==> src/rtl/if_stage.sv <==
`default_nettype none
// ---------------------------------------------------------------------------
// if_stage : PC, single-outstanding imem fetch, one-word stall buffer, IF/ID
// Revision : 1.0
// ---------------------------------------------------------------------------
module if_stage #(
   parameter logic [31:0] RESET_PC = 32'h0000_0000
) (
   input  logic        clk,
   input  logic        reset,
   output logic        imem_req,
   output logic [31:0] imem_addr,
   input  logic        imem_gnt,
   input  logic        imem_rvalid,
   input  logic [31:0] imem_rdata,
   input  logic        stall,
   input  logic        redirect_valid,
   input  logic [31:0] redirect_pc,
   output logic [31:0] if_id_inst,
   output logic [31:0] if_id_pc,
   output logic [31:0] if_id_pc4,
   output logic        if_id_valid
);

   typedef enum logic [1:0] {
      S_RUN  = 2'd0,
      S_WAIT = 2'd1,
      S_DROP = 2'd2
   } state_t;

   state_t      state_q, state_d;
   logic [31:0] pc_q, pc_d;
   logic [31:0] req_pc_q, req_pc_d;
   logic        hold_vld_q, hold_vld_d;
   logic [31:0] hold_inst_q, hold_inst_d;
   logic [31:0] hold_pc_q, hold_pc_d;
   logic [31:0] id_inst_q, id_inst_d;
   logic [31:0] id_pc_q, id_pc_d;
   logic [31:0] id_pc4_q, id_pc4_d;
   logic        id_vld_q, id_vld_d;

   logic        w_grant;
   logic        w_resp;

   // A new fetch may go out in the same cycle the previous one returns,
   // but only if that word is consumed straight into IF/ID.
   assign imem_req  = !reset && !redirect_valid && !hold_vld_q &&
                      ((state_q == S_RUN) ||
                       ((state_q == S_WAIT) && imem_rvalid && !stall));
   assign imem_addr = pc_q;
   assign w_grant   = imem_req && imem_gnt;
   assign w_resp    = (state_q == S_WAIT) && imem_rvalid;

   assign if_id_inst  = id_inst_q;
   assign if_id_pc    = id_pc_q;
   assign if_id_pc4   = id_pc4_q;
   assign if_id_valid = id_vld_q;

   always_comb begin
      state_d     = state_q;
      pc_d        = pc_q;
      req_pc_d    = req_pc_q;
      hold_vld_d  = hold_vld_q;
      hold_inst_d = hold_inst_q;
      hold_pc_d   = hold_pc_q;
      id_inst_d   = id_inst_q;
      id_pc_d     = id_pc_q;
      id_pc4_d    = id_pc4_q;
      id_vld_d    = id_vld_q;

      if (redirect_valid) begin
         id_inst_d  = 32'h0;
         id_vld_d   = 1'b0;
         hold_vld_d = 1'b0;
         pc_d       = redirect_pc;
         // A fetch still in flight must have its response swallowed.
         case (state_q)
            S_WAIT:  state_d = imem_rvalid ? S_RUN : S_DROP;
            S_DROP:  state_d = imem_rvalid ? S_RUN : S_DROP;
            default: state_d = S_RUN;
         endcase
      end else begin
         if (w_grant) begin
            req_pc_d = pc_q;
            pc_d     = pc_q + 32'd4;
         end

         case (state_q)
            S_RUN:   if (w_grant) state_d = S_WAIT;
            S_WAIT:  if (imem_rvalid) state_d = w_grant ? S_WAIT : S_RUN;
            S_DROP:  if (imem_rvalid) state_d = S_RUN;
            default: state_d = S_RUN;
         endcase

         if (!stall) begin
            if (hold_vld_q) begin
               id_inst_d  = hold_inst_q;
               id_pc_d    = hold_pc_q;
               id_pc4_d   = hold_pc_q + 32'd4;
               id_vld_d   = 1'b1;
               hold_vld_d = 1'b0;
            end else if (w_resp) begin
               id_inst_d = imem_rdata;
               id_pc_d   = req_pc_q;
               id_pc4_d  = req_pc_q + 32'd4;
               id_vld_d  = 1'b1;
            end else begin
               id_inst_d = 32'h0;
               id_vld_d  = 1'b0;
            end
         end else if (w_resp) begin
            hold_vld_d  = 1'b1;
            hold_inst_d = imem_rdata;
            hold_pc_d   = req_pc_q;
         end
      end
   end

   always_ff @(posedge clk) begin
      if (reset) begin
         state_q     <= S_RUN;
         pc_q        <= RESET_PC;
         req_pc_q    <= 32'h0;
         hold_vld_q  <= 1'b0;
         hold_inst_q <= 32'h0;
         hold_pc_q   <= 32'h0;
         id_inst_q   <= 32'h0;
         id_pc_q     <= 32'h0;
         id_pc4_q    <= 32'h0;
         id_vld_q    <= 1'b0;
      end else begin
         state_q     <= state_d;
         pc_q        <= pc_d;
         req_pc_q    <= req_pc_d;
         hold_vld_q  <= hold_vld_d;
         hold_inst_q <= hold_inst_d;
         hold_pc_q   <= hold_pc_d;
         id_inst_q   <= id_inst_d;
         id_pc_q     <= id_pc_d;
         id_pc4_q    <= id_pc4_d;
         id_vld_q    <= id_vld_d;
      end
   end

endmodule
`default_nettype wire

==> config.mk <==
export PLATFORM = sky130hd
export DESIGN_NAME = if_stage
export DESIGN_NICKNAME = d
export VERILOG_FILES = /design/src/rtl/if_stage.sv
export SDC_FILE = /design/constraint.sdc
export NUM_CORES = 1
export LEC_CHECK = 0
export BUFFER_PORTS_ARGS = -buffer_cell sky130_fd_sc_hd__buf_4
export CAP_MARGIN = 20
export CORE_ASPECT_RATIO = 0.75
export CORE_MARGIN = 2
export CORE_UTILIZATION = 50
export DETAILED_ROUTE_END_ITERATION = 8
export PLACE_DENSITY = 0.7
export SLEW_MARGIN = 20
export SYNTH_ARGS = -nofsm -noshare
export SYNTH_HDL_FRONTEND = slang
export SYNTH_SLANG_ARGS = --single-unit
==> constraint.sdc <==
create_clock -name clk -period 3.6 [get_ports clk]
set_input_delay 0.18 -clock clk [delete_from_list [all_inputs] [get_ports clk]]
set_output_delay 0.18 -clock clk [all_outputs]
set_load 0.01 [all_outputs]
==> metrics.txt, run 1 <==
crit-path max FO 50; worst reg2reg setup slack 740 ps; Chip Height 127 um; syn nets 1322; Warnings, synthesis 0; clk root buf clkbuf_16; Max-cap violations 0; max frequency 349 MHz; Post-synth top flop dfxtp_1; WHS Path Cells 2; Residual DRC 0; RR Endpoint if_id_pc4[31]; drt first pass iters 6; Worst Hold Class primary input to register; Max Root-Sink Buffers 3; Sink Count 226; Post-CTS Setup Repair Bufs 0; layout cells sized above 1 0.192; CP required 4010 ps; endpoints failing setup 0; Synth async-reset ratio 0; Ports 200; Final Cell Area 13200 um2; arrival time at the worst endpoint 3270 ps; post-CTS sizing 0; number of global-route vias before repair 8952; Routed WL 29600 um; Pwr Density 433 nW/um2; antenna cells 0; TNS Setup 0 ps; DR WL met3 2010 um; metal2 WL 13000 um; gr usage total 0.266; clk_skew 18.6 ps; Netlist cell types 63; post-synthesis sequential area ratio 0.447; Worst-Margin Slew 1080 ps; critical path startpoint category register; Pwr Total 5720 uW; Avg Inst Size Synth 8.12 um2; Slew Viols, Final 0; reg2reg path depth 5; Area Growth Syn to Fin 30.2%; Hold EP if_id_pc4[15]; Post-Synth Adder-Cell Area 0.00618; status completed; highest metal used met4; PortBufs 199; Worst Setup End Kind register; #FFs+latches synth 226; global-route wire length before repair 47100 um; FP Rows 45; Compound-Gate Fraction of Synth Area 0.192; H-Tree Depth 1; largest net degree at the start of global routing 98; Final nets 1529; period utilization 0.795; WL/cell 17.1 um; Clock Latency Late Sink 520 ps; die area 21400 um2; pre-CTS WS 782 ps; DR vias/cell 5.81; Final ANT Viol Nets 0; final setup margin 738 ps; final worst path period need 2860 ps; Overflow after GRT 0; RSZ-0062 raised after global routing false; Post-Syn Area 10100 um2; starting density of the core 0.505; Vias 10000; main combinational cell family by area after synthesis simple AND/OR/NAND/NOR gates; max_slew headroom 0.281; Synth area leaders dfxtp_1, nand2_1, a21oi_1, a221oi_1, nand3b_1; Placer Congestion 0.874; CTS tree built; Leakage 0.00480 uW; drt first-iter violations 895; initial antenna violation count 0; Setup CP Type register to register; Peak supply drop 0.257 mV; HP Start reset; Crit Reg-Reg Startpoint hold_vld_q; area leader, netlist dfxtp_1; CTS buffer count 24; WL met1 13900 um; post-synthesis mux area share 0.0366; Post-synth EDFFs 0; Core Area 20000 um2; Detail Placement HPWL 19100 um; chip width 168 um; Post-CTS Hold Buffers 63; simple-gate share of the synthesized area 0.263; Hold Violations, Final 0; Mapped Cells 1247; Placed Area 11700 um2; xor/xnor share of the synthesized area 0.00865; clock-pin slew on the worst setup and hold paths 60 ps; Synth top area share 0.447; post-layout util 0.658
-- worst max path at each step --
stage	start	to	slack [ps]	depth (start not counted)
3_5_place_dp	hold_vld_q	if_id_pc4[31]	780	5
3_3_place_gp	hold_vld_q	if_id_pc4[31]	810	6
2_1_floorplan	hold_vld_q	if_id_pc4[30]	620	13
4_1_cts	hold_vld_q	if_id_pc4[31]	780	5
6_report	hold_vld_q	if_id_pc4[31]	740	5
5_1_grt	hold_vld_q	if_id_pc4[31]	540	5
-- sequential cells by signal, indices dropped and copies added, names as in the netlist --
name and count:
if_id_valid 1, state_q 2, if_id_pc4 30, hold_vld_q 1
if_id_pc 32, imem_addr 32, req_pc_q 32, hold_pc_q 32
hold_inst_q 32, if_id_inst 32
-- worst max-delay path: stages (launching register included) --
cell and delay, ps:
dfxtp_4 730, nand4_1 270, a22oi_2 400, nand4b_1 570, or3_1 540, a32o_1 250
-- power breakdown --
group          total, uW  leakage, uW  internal (uW)  switching (uW)
Sequential          2630      0.00183           2560            67.9
Combinational        530      0.00257            252             278
Clock               2560     0.000398           1530            1030
Total               5720      0.00480           4340            1380
-- placed cells by master (no fill, tap or decap), types with 5 or more instances in the layout --
cell	count
or3_1	13
ha_1	5
nand3b_1	38
and3_1	5
clkbuf_16	26
clkbuf_1	5
inv_1	9
dfxtp_1	225
o211ai_1	5
o311ai_0	10
nor2b_1	32
mux2i_1	28
nor4_1	6
a31oi_1	23
dlygate4sd3_1	63
buf_4	218
a211oi_1	29
and2_1	5
o21ai_0	35
mux2_2	8
nor2_1	67
or4_1	8
nand2_1	248
nand4_1	15
a221oi_1	34
a21oi_1	135
nand3_1	36
nor3_1	49
xnor2_1	8
-- kinds of logic after synthesis --
family,after synthesis
simple gates,549
compound gates,308
flops,226
buf+inv,113
mux,36
xor+xnor,10
fa+ha+maj,5
-- per-layer routing --
metal / GRT usage / vias to the layer above
li1: - / 4881
met1: 0.394 / 4708
met2: 0.413 / 414
met3: 0.0353 / 46
met4: 0.0609 / 0
met5: 0 / -
-- metrics by stage --
stage	hold WS, ps	instances
after CTS	43.4	1729
after global routing	58.9	1729
after detailed placement	424	1623
after global placement	416	1623
final	42.1	1729
after floorplan	316	1247
-- cell usage after synthesis (29+ instances only) --
cell type,instances
nand3_1,36
nor2b_1,32
nand3b_1,38
dfxtp_1,226
nand2_1,248
a211oi_1,29
nor2_1,68
nor3_1,49
a221oi_1,34
clkbuf_1,72
a21oi_1,135
o21ai_0,35
-- cell type report --
cell class | count | area (um2)
Fill cell | 1701 | 6860
Multi-Input combinational cell | 908 | 5140
Sequential cell | 226 | 4530
Timing Repair Buffer | 285 | 2340
Clock buffer | 34 | 711
Tap cell | 258 | 323
Clock inverter | 9 | 110
Inverter | 9 | 33.8
Note: power is estimated with default switching activity, not from simulation.
==> inputs of run 2 (changes only) <==
--- a/config.mk
+++ b/config.mk
@@ -11,7 +11,7 @@
 export CORE_MARGIN = 2
 export CORE_UTILIZATION = 50
 export DETAILED_ROUTE_END_ITERATION = 8
-export PLACE_DENSITY = 0.7
+export PLACE_DENSITY = 0.73
 export SLEW_MARGIN = 20
 export SYNTH_ARGS = -nofsm -noshare
 export SYNTH_HDL_FRONTEND = slang
==> constraint.sdc (replaced) <==
create_clock -name clk -period 2.47 [get_ports clk]
set_input_delay 0.1235 -clock clk [delete_from_list [all_inputs] [get_ports clk]]
set_output_delay 0.1235 -clock clk [all_outputs]
set_load 0.01 [all_outputs]
==> metrics.txt, run 2 (synthesis gave the netlist of run 1 again) <==
number of global-route vias before repair 9321; RR Endpoint imem_addr[26]; Final nets 1554; Worst-Margin Slew 767 ps; Final Cell Area 13300 um2; WL/cell 17.0 um; Leakage 0.00487 uW; clk_skew 8.41 ps; CP required 2900 ps; Ports 200; Residual DRC 0; Clock Latency Late Sink 510 ps; chip width 168 um; Chip Height 127 um; max_slew headroom 0.489; Worst Hold Class primary input to register; antenna cells 0; Crit Reg-Reg Startpoint imem_addr[2]; CTS tree built; RSZ-0062 raised after global routing false; worst reg2reg setup slack 200 ps; Core Area 20000 um2; die area 21400 um2; DR vias/cell 5.78; PortBufs 199; arrival time at the worst endpoint 2700 ps; HP Start redirect_pc[19]; Detail Placement HPWL 19600 um; Peak supply drop 0.459 mV; status completed; global-route wire length before repair 48300 um; Slew Viols, Final 0; Routed WL 29800 um; final worst path period need 2270 ps; Area Growth Syn to Fin 31.4%; clock-pin slew on the worst setup and hold paths 60 ps; Setup CP Type register to register; gr usage total 0.271; CTS buffer count 23; reg2reg path depth 6; Final ANT Viol Nets 0; largest net degree at the start of global routing 168; Overflow after GRT 0; Max Root-Sink Buffers 3; clk root buf clkbuf_16; most common cell after layout, fill and taps aside nand2_1; Pwr Density 590 nW/um2; Vias 10100; drt first pass iters 5; FP Rows 45; max frequency 440 MHz; fill cell count 1739; Worst Setup End Kind register; layout cells sized above 1 0.205; WHS Path Cells 3; starting density of the core 0.505; post-layout util 0.664; commonest cells after routing, fill and taps aside nand2_1, buf_4, dfxtp_1, a21oi_1, nor2_1; Placer Congestion 0.867; critical path startpoint category register; Hold EP imem_addr[19]; initial antenna violation count 0; Sink Count 226; crit-path max FO 8; endpoints failing setup 0; Max-cap violations 0; Hold Violations, Final 0; Placed Area 12000 um2; H-Tree Depth 1; drt first-iter violations 981; period utilization 0.921
[run 2: cell types whose count changed in the layout (fill, tap and decap cells not counted), sizes merged]
cell	change
buf	+25
dlygate4sd3	+1
bufinv	-2
clkinvlp	-1
clkbuf	-3
[run 2: worst max-delay path by stage]
stage | start | end | slack (ps)
after floorplan | hold_vld_q | if_id_pc4[30] | -120
after global placement | state_q[1] | imem_addr[20] | 130
after detailed placement | state_q[1] | imem_addr[19] | 110
after CTS | state_q[1] | imem_addr[19] | 60
after global routing | imem_addr[2] | imem_addr[26] | 40
final | imem_addr[2] | imem_addr[26] | 200
[run 2: final cells by class]
type,instances,area [um2],share of cell area
clock buffers,31,646,0.0485
flip-flops and latches,226,4530,0.340
inverters,9,33.8,0.00254
clock inverters,6,33.8,0.00254
repair buffers,311,2570,0.193
multi-input cells,908,5170,0.388
well taps,258,323,0.0243
[run 2: report_power, final]
group	total, uW	internal (uW)	switching [uW]
combinational	810	386	425
clock	3220	1820	1400
sequential	3820	3730	87.5
[run 2: worst max-delay path, cell delays in order, from the launching register on]
cell,delay (ps)
dfxtp_1,480
ha_1,260
nand3_1,170
nor2_1,260
nand4_1,400
or3_1,470
a31oi_1,160
[run 2: layer usage]
| layer | wire length, um | global-route usage | share of wire | vias to the layer above |
|---|---|---|---|---|
| met5 | 0 | 0 | 0 | - |
| met4 | 852 | 0.0832 | 0.029 | 0 |
| met3 | 2020 | 0.0437 | 0.068 | 62 |
| met2 | 13500 | 0.428 | 0.45 | 348 |
| met1 | 13500 | 0.385 | 0.45 | 4797 |
| li1 | - | - | - | 4906 |
[run 2: timing repair]
item | 4_1_cts | 5_1_grt
setup endpoints to repair | 0 | 9
hold endpoints to repair | 96 | 0
buffers inserted | 0 | 2
hold buffers | 64 | 0
resized for setup | 0 | 2
[run 2: stage by stage]
stage | cells | setup WS, ps | TNS (ps) | hold WS (ps) | total power (uW)
final | 1749 | 196 | 0 | 36.7 | 7850
after global routing | 1749 | 40.0 | 0 | 52.1 | 8140
after CTS | 1747 | 61.3 | 0 | 22.5 | 7880
after detailed placement | 1646 | 105 | 0 | 367 | 4620
after global placement | 1645 | 128 | 0 | 357 | 4600
after floorplan | 1247 | -123 | -187 | 259 | 4280
==> inputs of run 3 (changes only) <==
--- a/config.mk
+++ b/config.mk
@@ -10,6 +10,7 @@
 export CORE_ASPECT_RATIO = 0.75
 export CORE_MARGIN = 2
 export CORE_UTILIZATION = 50
+export CTS_BUF_LIST = sky130_fd_sc_hd__clkbuf_4 sky130_fd_sc_hd__clkbuf_8
 export DETAILED_ROUTE_END_ITERATION = 8
 export PLACE_DENSITY = 0.73
 export SLEW_MARGIN = 20
==> metrics.txt, run 3 (synthesis gave the netlist of run 1 again) <==
status completed; Detail Placement HPWL 19600 um; Vias 10200; drt first pass iters 7; Worst path top cell family by delay simple AND/OR/NAND/NOR gates; antenna cells 0; FP Rows 45; Clock Latency Late Sink 530 ps; Cell Chain, Critical Path buf_12, nor3_1, o211a_1, buf_4, nand4_1, or3_1, a31oi_1; critical path startpoint category register; CP required 2920 ps; Pwr Density 599 nW/um2; layout cells sized above 1 0.220; max_slew headroom 0.487; Peak supply drop 0.362 mV; CTS buffer count 37; commonest cells after routing, fill and taps aside nand2_1, buf_4, dfxtp_1, a21oi_1, nor2_1; max frequency 435 MHz; Leakage 0.00495 uW; number of global-route vias before repair 9495; initial antenna violation count 0; Overflow after GRT 0; most common cell after layout, fill and taps aside nand2_1; CP max-delay cell or3_1; clock-pin slew on the worst setup and hold paths 60 ps; arrival time at the worst endpoint 2750 ps; clk root buf clkbuf_8; Routed WL 30300 um; DR vias/cell 5.77; Placer Congestion 0.867; H-Tree Depth 2; Max Root-Sink Buffers 3; gr usage total 0.276; max incr delay on CP 460 ps; pre-CTS WS 105 ps; Ports 200; Area Growth Syn to Fin 32.3%; Worst Setup End Kind register; period utilization 0.931; die area 21400 um2; Final ANT Viol Nets 0; Worst Hold Class primary input to register; worst reg2reg setup slack 170 ps; Sink Count 226; CP bufs+invs 2; Slew Viols, Final 0; global-route wire length before repair 48700 um; PortBufs 199; crit-path max FO 43; Residual DRC 0; drt first-iter violations 958; Hold Violations, Final 0; Worst-Margin Slew 769 ps; Final nets 1569; clk_skew 17.2 ps; endpoints failing setup 0; final setup margin 170 ps; largest net degree at the start of global routing 168; chip width 168 um; Chip Height 127 um; starting density of the core 0.505; Core Area 20000 um2; CTS tree built; Setup CP Type register to register; TNS Setup 0 ps; WL/cell 17.0 um; final worst path period need 2300 ps; Max-cap violations 0
-- run 3: changes by cell type in the layout (fill, tap and decap cells not counted), moves of 2 or more --
cell,before,now
inv_6,0,2
clkbuf_16,23,0
clkbuf_4,0,6
clkbuf_8,4,47
clkbuf_1,4,0
-- run 3: timing repair --
action,4_1_cts,5_1_grt
endpoints found under the setup margin,0,9
hold buffers,65,0
hold endpoints to repair,97,0
gates resized for setup,0,1
buffers inserted,0,2
-- run 3: final cells by class --
class,count,area [um2]
clock buffer,53,692
tap,258,323
timing repair buffer,312,2580
fill,1718,6640
multi-input combinational,908,5160
inverter,9,33.8
sequential,226,4530
clock inverter,9,80.1
-- run 3: stage by stage --
| stage | instance area [um2] | hold WS, ps | util | instances | power (uW) |
|---|---|---|---|---|---|
| floorplan | 10200 | 259 | - | 1247 | 4280 |
| global placement | 12000 | 357 | 0.596 | 1645 | 4600 |
| detailed placement | 12000 | 367 | 0.597 | 1646 | 4620 |
| CTS | 13400 | 39.0 | 0.668 | 1773 | 8070 |
| global route | 13400 | 56.3 | 0.669 | 1775 | 8340 |
| finish | 13400 | 62.1 | 0.669 | 1775 | 8030 |
-- run 3: final timing paths --
check | from | endpoint | cells past startpoint
setup / recovery | hold_vld_q | imem_addr[26] | 7
setup reg to reg | hold_vld_q | imem_addr[26] | 7
hold / removal | imem_gnt | req_pc_q[11] | 4
hold reg to reg | hold_inst_q[30] | hold_inst_q[30] | 2
-- run 3: routing by layer --
metal  vias up  track usage  part of all wire
met1      4784        0.383              0.44
met4         0        0.102             0.033
met2       420        0.431              0.45
met3        82       0.0533             0.076
li1       4947            -                 -
met5         -            0                 0
-- run 3: power breakdown --
group | leakage (uW) | internal [uW] | switching, uW
combinational | 0.00270 | 386 | 426
sequential | 0.00183 | 3730 | 87.1
clock | 0.000408 | 1910 | 1480
total | 0.00495 | 6030 | 1990
-- run 3: worst reg2reg max path, stage by stage (launching register included) --
cell	delay (ps)
dfxtp_4	370
buf_12	190
nor3_1	340
o211a_1	240
buf_4	130
nand4_1	320
or3_1	460
a31oi_1	160
